[config.mk]
export PLATFORM = sky130hd
export DESIGN_NAME = display_scan_n
export DESIGN_NICKNAME = d
export VERILOG_FILES = /design/src/rtl/seg7_pkg.sv /design/src/rtl/seg7_decode.sv /design/src/rtl/display_scan_n.sv
export SDC_FILE = /design/constraint.sdc
export NUM_CORES = 1
export LEC_CHECK = 0
export BUFFER_PORTS_ARGS = -buffer_cell sky130_fd_sc_hd__buf_4
export CAP_MARGIN = 20
export CORE_UTILIZATION = 35
export DETAILED_ROUTE_END_ITERATION = 6
export PLACE_DENSITY = 0.54
export SKIP_CTS_REPAIR_TIMING = 1
export SLEW_MARGIN = 0
export SYNTH_ARGS = -nofsm -noshare
export SYNTH_HDL_FRONTEND = slang
export SYNTH_SLANG_ARGS = --single-unit
[constraint.sdc]
create_clock -name clk -period 6.1 [get_ports clk]
set_clock_uncertainty 0.05 [all_clocks]
set_input_delay 0 -clock clk [delete_from_list [all_inputs] [get_ports clk]]
set_output_delay 0 -clock clk [all_outputs]
set_load 0.05 [all_outputs]
[src/rtl/seg7_pkg.sv]
// Shared 7-segment glyph table and constants for the display scanners.
package seg7_pkg;

  // All seven segments dark, in active-low form.
  localparam logic [6:0] SEG7_OFF = 7'h7F;

  // Active-low {g,f,e,d,c,b,a} glyph for one hex nibble.
  function automatic logic [6:0] hex_to_seg7(input logic [3:0] hex);
    logic [6:0] glyph;
    case (hex)
      4'h0:    glyph = 7'h40;
      4'h1:    glyph = 7'h79;
      4'h2:    glyph = 7'h24;
      4'h3:    glyph = 7'h30;
      4'h4:    glyph = 7'h19;
      4'h5:    glyph = 7'h12;
      4'h6:    glyph = 7'h02;
      4'h7:    glyph = 7'h78;
      4'h8:    glyph = 7'h00;
      4'h9:    glyph = 7'h10;
      4'hA:    glyph = 7'h08;
      4'hB:    glyph = 7'h03;
      4'hC:    glyph = 7'h46;
      4'hD:    glyph = 7'h21;
      4'hE:    glyph = 7'h06;
      default: glyph = 7'h0E;
    endcase
    return glyph;
  endfunction

endpackage

[src/rtl/seg7_decode.sv]
// Hex nibble to 7-segment pattern, in the polarity the board pins expect.
module seg7_decode
  import seg7_pkg::*;
#(
  parameter int ACTIVE_LOW = 1
) (
  input  logic [3:0] nibble,
  output logic [6:0] seg
);

  // Look up the active-low glyph and flip it for active-high boards.
  always_comb begin
    seg = hex_to_seg7(nibble);
    if (ACTIVE_LOW == 0) seg = ~seg;
  end

endmodule

[src/rtl/display_scan_n.sv]
// Parametrised multiplexed 7-segment scanner with per-digit decimal points,
// leading-zero blanking and PWM brightness. Inputs are captured once per frame.
module display_scan_n
  import seg7_pkg::*;
#(
  parameter int DIGITS     = 4,
  parameter int DWELL_LOG2 = 14,
  parameter int BRIGHT_W   = 3,
  parameter int ACTIVE_LOW = 1
) (
  input  logic                  clk,
  input  logic                  rst,
  input  logic [4*DIGITS-1:0]   digit,
  input  logic [DIGITS-1:0]     dp,
  input  logic                  blank_lz,
  input  logic [BRIGHT_W-1:0]   bright,
  output logic [DIGITS-1:0]     node,
  output logic [7:0]            segment,
  output logic                  frame_tick
);

  localparam int IDX_W = (DIGITS > 1) ? $clog2(DIGITS) : 1;
  localparam logic [IDX_W-1:0]  IDX_LAST = IDX_W'(DIGITS - 1);
  localparam logic [DIGITS-1:0] NODE_OFF = {DIGITS{ACTIVE_LOW != 0}};
  localparam logic [7:0]        SEG_OFF  = {8{ACTIVE_LOW != 0}};
  localparam logic [6:0]        GLYPH_OFF = (ACTIVE_LOW != 0) ? SEG7_OFF : ~SEG7_OFF;

  logic [DWELL_LOG2-1:0] dwell_q, dwell_d;
  logic [IDX_W-1:0]      idx_q, idx_d;
  logic                  started_q, started_d;
  logic [4*DIGITS-1:0]   digit_sh_q, digit_sh_d;
  logic [DIGITS-1:0]     dp_sh_q, dp_sh_d;
  logic [BRIGHT_W-1:0]   bright_sh_q, bright_sh_d;
  logic [DIGITS-1:0]     lz_mask_q, lz_mask_d;
  logic [DIGITS-1:0]     node_q, node_d;
  logic [7:0]            segment_q, segment_d;
  logic                  frame_tick_q, frame_tick_d;

  logic                  dwell_end;
  logic                  frame_end;
  logic                  shadow_load;
  logic                  upper_zero;
  logic [DIGITS-1:0]     lz_next;
  logic [3:0]            cur_nibble;
  logic                  cur_dp;
  logic                  cur_lz;
  logic [DIGITS-1:0]     node_on;
  logic                  lit;
  logic [6:0]            glyph;

  // Dwell and digit-index counters; a frame ends on the last dwell cycle of the top digit.
  always_comb begin
    dwell_end = &dwell_q;
    frame_end = dwell_end && (idx_q == IDX_LAST);
    dwell_d   = dwell_q + DWELL_LOG2'(1);
    idx_d     = idx_q;
    if (dwell_end) idx_d = frame_end ? '0 : idx_q + IDX_W'(1);
    started_d = started_q | frame_end;
  end

  // Shadow copies of the inputs, refreshed at frame end and throughout reset.
  always_comb begin
    shadow_load = rst | frame_end;
    upper_zero  = 1'b1;
    lz_next     = '0;
    for (int k = DIGITS - 1; k >= 1; k--) begin
      upper_zero = upper_zero & (digit[4*k +: 4] == 4'h0);
      lz_next[k] = blank_lz & upper_zero;
    end
    digit_sh_d  = shadow_load ? digit    : digit_sh_q;
    dp_sh_d     = shadow_load ? dp       : dp_sh_q;
    bright_sh_d = shadow_load ? bright   : bright_sh_q;
    lz_mask_d   = shadow_load ? lz_next  : lz_mask_q;
  end

  // Pick out the currently scanned digit and decide whether it is lit this cycle.
  always_comb begin
    cur_nibble = 4'h0;
    cur_dp     = 1'b0;
    cur_lz     = 1'b0;
    node_on    = NODE_OFF;
    for (int k = 0; k < DIGITS; k++) begin
      if (idx_q == IDX_W'(k)) begin
        cur_nibble = digit_sh_q[4*k +: 4];
        cur_dp     = dp_sh_q[k];
        cur_lz     = lz_mask_q[k];
        node_on[k] = ~NODE_OFF[k];
      end
    end
    lit = !cur_lz && (dwell_q[DWELL_LOG2-1 -: BRIGHT_W] <= bright_sh_q);
  end

  seg7_decode #(
    .ACTIVE_LOW (ACTIVE_LOW)
  ) u_decode (
    .nibble (cur_nibble),
    .seg    (glyph)
  );

  // Next node/segment pattern; both come from the same state so they change together.
  always_comb begin
    node_d       = lit ? node_on : NODE_OFF;
    segment_d    = SEG_OFF;
    if (lit) segment_d = {((ACTIVE_LOW != 0) ? ~cur_dp : cur_dp), glyph};
    else     segment_d = {SEG_OFF[7], GLYPH_OFF};
    frame_tick_d = started_q && (idx_q == '0) && (dwell_q == '0);
  end

  // Scan state and output registers, cleared by synchronous reset.
  always_ff @(posedge clk) begin
    if (rst) begin
      dwell_q      <= '0;
      idx_q        <= '0;
      started_q    <= 1'b0;
      node_q       <= NODE_OFF;
      segment_q    <= SEG_OFF;
      frame_tick_q <= 1'b0;
    end else begin
      dwell_q      <= dwell_d;
      idx_q        <= idx_d;
      started_q    <= started_d;
      node_q       <= node_d;
      segment_q    <= segment_d;
      frame_tick_q <= frame_tick_d;
    end
  end

  // Shadow registers; their load condition already covers reset.
  always_ff @(posedge clk) begin
    digit_sh_q  <= digit_sh_d;
    dp_sh_q     <= dp_sh_d;
    bright_sh_q <= bright_sh_d;
    lz_mask_q   <= lz_mask_d;
  end

  assign node       = node_q;
  assign segment    = segment_q;
  assign frame_tick = frame_tick_q;

endmodule

==> summary.txt <==
Place
  • Dpl cells: 352
  • PortBufs: 38
  • Post-DP HPWL: 3.29 mm
  • Post-Place Worst Slack: 3.52 ns
  • Placer Congestion: 0.770

GRT
  • Largest net degree at the start of global routing: 21
  • Initial antenna violation count: 0
  • Total global-route track usage: 0.132
  • Vias in the first global route: 1589
  • Met1 GRT Util: 0.186
  • Met3 usage: 0.0303
  • Most used routing layer: met2
  • Met2 Resource Use GR: 0.197
  • Remaining Overflow, GRT: 0
  • First-pass GRT wire length: 7.66 mm

CTS
  • H-tree levels: 2
  • CTS clk-pin slew, worst paths: 0.11 ns
  • Clock root buffer: clkbuf_8
  • Num CTS Buffers: 5
  • CTS tree: yes
  • # clock sinks: 56
  • CTS Buffer Depth: 2
  • Worst skew pair latency: 0.31 ns

STA
  • Final TNS setup: 0 ns
  • Achievable Freq: 0.379 GHz
  • Final period util: 0.432
  • Tmin final: 2.64 ns
  • Setup violators final: 0
  • RSZ-0062 raised after global routing: no
  • Final WS setup: 3.46 ns
  • Final Hold Vio Count: 0
  • Slew Limit Fails: 0
  • Worst-Margin Slew: 0.753 ns
  • Max-slew headroom: 0.498

Cells and area
  • Area Overhead vs Synth: 28.3%
  • Final nets: 329
  • Most common cell after layout, fill and taps aside: buf_4
  • Sequential cell area: 1380 µm²
  • Most frequent cells in the layout: buf_4, dfxtp_1, edfxtp_1
  • Diode count: 0
  • Area of the multi-input gates: 1040 µm²
  • Layout cells sized above 1: 0.208
  • Final core occ: 0.473
  • Layout Cells excl Fill: 385
  • Filler cell count: 671

Run
  • MaxCap Viol Count: 0

Yosys
  • Syn Std Cell Area: 2550 µm²
  • Synth Net Count: 267
  • Synth warnings: 0
  • Avg Cell Area, Syn: 11.3 µm²
  • Synth unique cells: 45
  • Register area share after synthesis: 0.542
  • Ys async rst share: 0
  • Synthesis-stage register bit count: 56
  • Primary FF master, synth: dfxtp_1
  • Synth Instances: 226
  • Post-synth EDFFs: 26

Drt
  • # DRC: 0
  • WL per Instance: 12.5 µm
  • Via count: 1781
  • Via/cell ratio: 4.63
  • DR pass1 iterations: 4
  • Routed wire length: 4.82 mm
  • First DRT Iteration DRCs: 65
  • Post-route ant nets: 0

Power and ir drop
  • Leakage power: 0.00127 µW
  • Peak supply drop: 0.107 mV
  • PD cells: 220 nW/µm²
  • Pwr Total: 718 µW

Critical path
  • Max incr delay on CP: 0.41 ns
  • Crit start category: flop
  • Worst Setup Path Type: reg2reg
  • Largest delay share family, worst path: compound AO/OA/AOI/OAI gates
  • CP Max Fanout: 16
  • Slowest-stage cell, CP: dfxtp_1
  • Data required, critical path: 6.19 ns
  • Crit path cell chain: inv_1, ha_1, a21oi_1, o21ai_0, a22oi_1, inv_1, ha_1, inv_1, nor2_1, a21oi_1, o221ai_1
  • Crit path arrival time: 2.73 ns
  • Crit path top cell by count: inv_1
  • Worst Setup End Kind: flop
  • CP bufs+invs: 3

Floorplanning
  • Die Y: 87.3 µm
  • Die width: 87.3 µm
  • Die footprint: 7620 µm²
  • Initial Util: 0.369
  • IO Count: 39
  • Area of the core: 6910 µm²
  • Core Rows: 30

Hold path
  • Worst Hold Class: in2reg

Status
  • Status: finished clean
-- registers in the layout, summed over array words and instances (netlist names) --
signal,count
bright_sh_q,3
digit_sh_q,16
dp_sh_q,4
dwell_q,14
frame_tick,1
idx_q,2
lz_mask_q,3
node,4
segment,8
started_q,1
-- cells by family (layout without fill, tap and decap cells) --
group,after synthesis,after routing,synth area share
and+or+nand+nor,78,78,0.180
DFF,56,56,0.542
AOI/OAI and AO/OA,36,36,0.108
buffers and inverters,28,91,0.0506
adders and majority gates,15,15,0.0737
xor gates and xnor gates,11,11,0.0378
muxes,2,2,0.00786
-- cell usage after synthesis, types with 3 or more instances --
master | count | area, µm²
nand3b_1 | 4 | 30.0
nand3_1 | 8 | 40.0
o21ai_0 | 6 | 30.0
dfxtp_1 | 30 | 601
o221ai_1 | 3 | 26.3
xnor2_1 | 8 | 70.1
edfxtp_1 | 26 | 781
xor2_1 | 3 | 26.3
inv_1 | 18 | 67.6
nand4_1 | 3 | 18.8
nand2_1 | 14 | 52.6
and3_1 | 3 | 18.8
buf_2 | 4 | 20.0
ha_1 | 15 | 188
nor2_1 | 20 | 75.1
nor3_1 | 3 | 15.0
a21oi_1 | 13 | 65.1
nor4_1 | 5 | 31.3
-- area by class of cell --
cell class | count | share of cell area
sequential | 56 | 0.423
multi-input combinational | 142 | 0.317
timing repair buffer | 64 | 0.172
tap | 96 | 0.0368
inverter | 19 | 0.0218
clock buffer | 5 | 0.0211
clock inverter | 3 | 0.00804
-- metal layers --
| layer | part of all wire | vias to the layer above |
|---|---|---|
| met5 | 0 | - |
| met1 | 0.51 | 812 |
| met4 | 0.012 | 0 |
| li1 | - | 927 |
| met3 | 0.033 | 5 |
| met2 | 0.44 | 37 |
-- final timing paths --
check                  from             end  slack (ns)  cells after the start
hold / removal    bright[0]  bright_sh_q[0]        0.35                      2
hold reg to reg   started_q       started_q        0.42                      2
setup reg to reg   idx_q[0]      segment[6]        3.46                     11
setup / recovery   idx_q[0]      segment[6]        3.46                     11
-- worst register-to-register path: cells and delay by family (launching register included) --
kind	cells	cell delay (ns)
buffers and inverters	3	0.36
and+or+nand+nor	1	0.06
adders and majority gates	2	0.62
AOI/OAI and AO/OA	5	0.98
DFF	1	0.41
-- power breakdown --
group / internal (µW) / switching (µW)
combinational: 41.2 / 47.8
clock: 84.8 / 128
sequential: 410 / 6.76
-- through the flow --
step	instance area, µm²	hold WS (ns)
2_1_floorplan	2550	0.0489
3_3_place_gp	2900	0.129
3_5_place_dp	2920	0.129
4_1_cts	3020	-0.202
5_1_grt	3270	0.338
6_report	3270	0.354
Power figures use the tool's default switching activity.
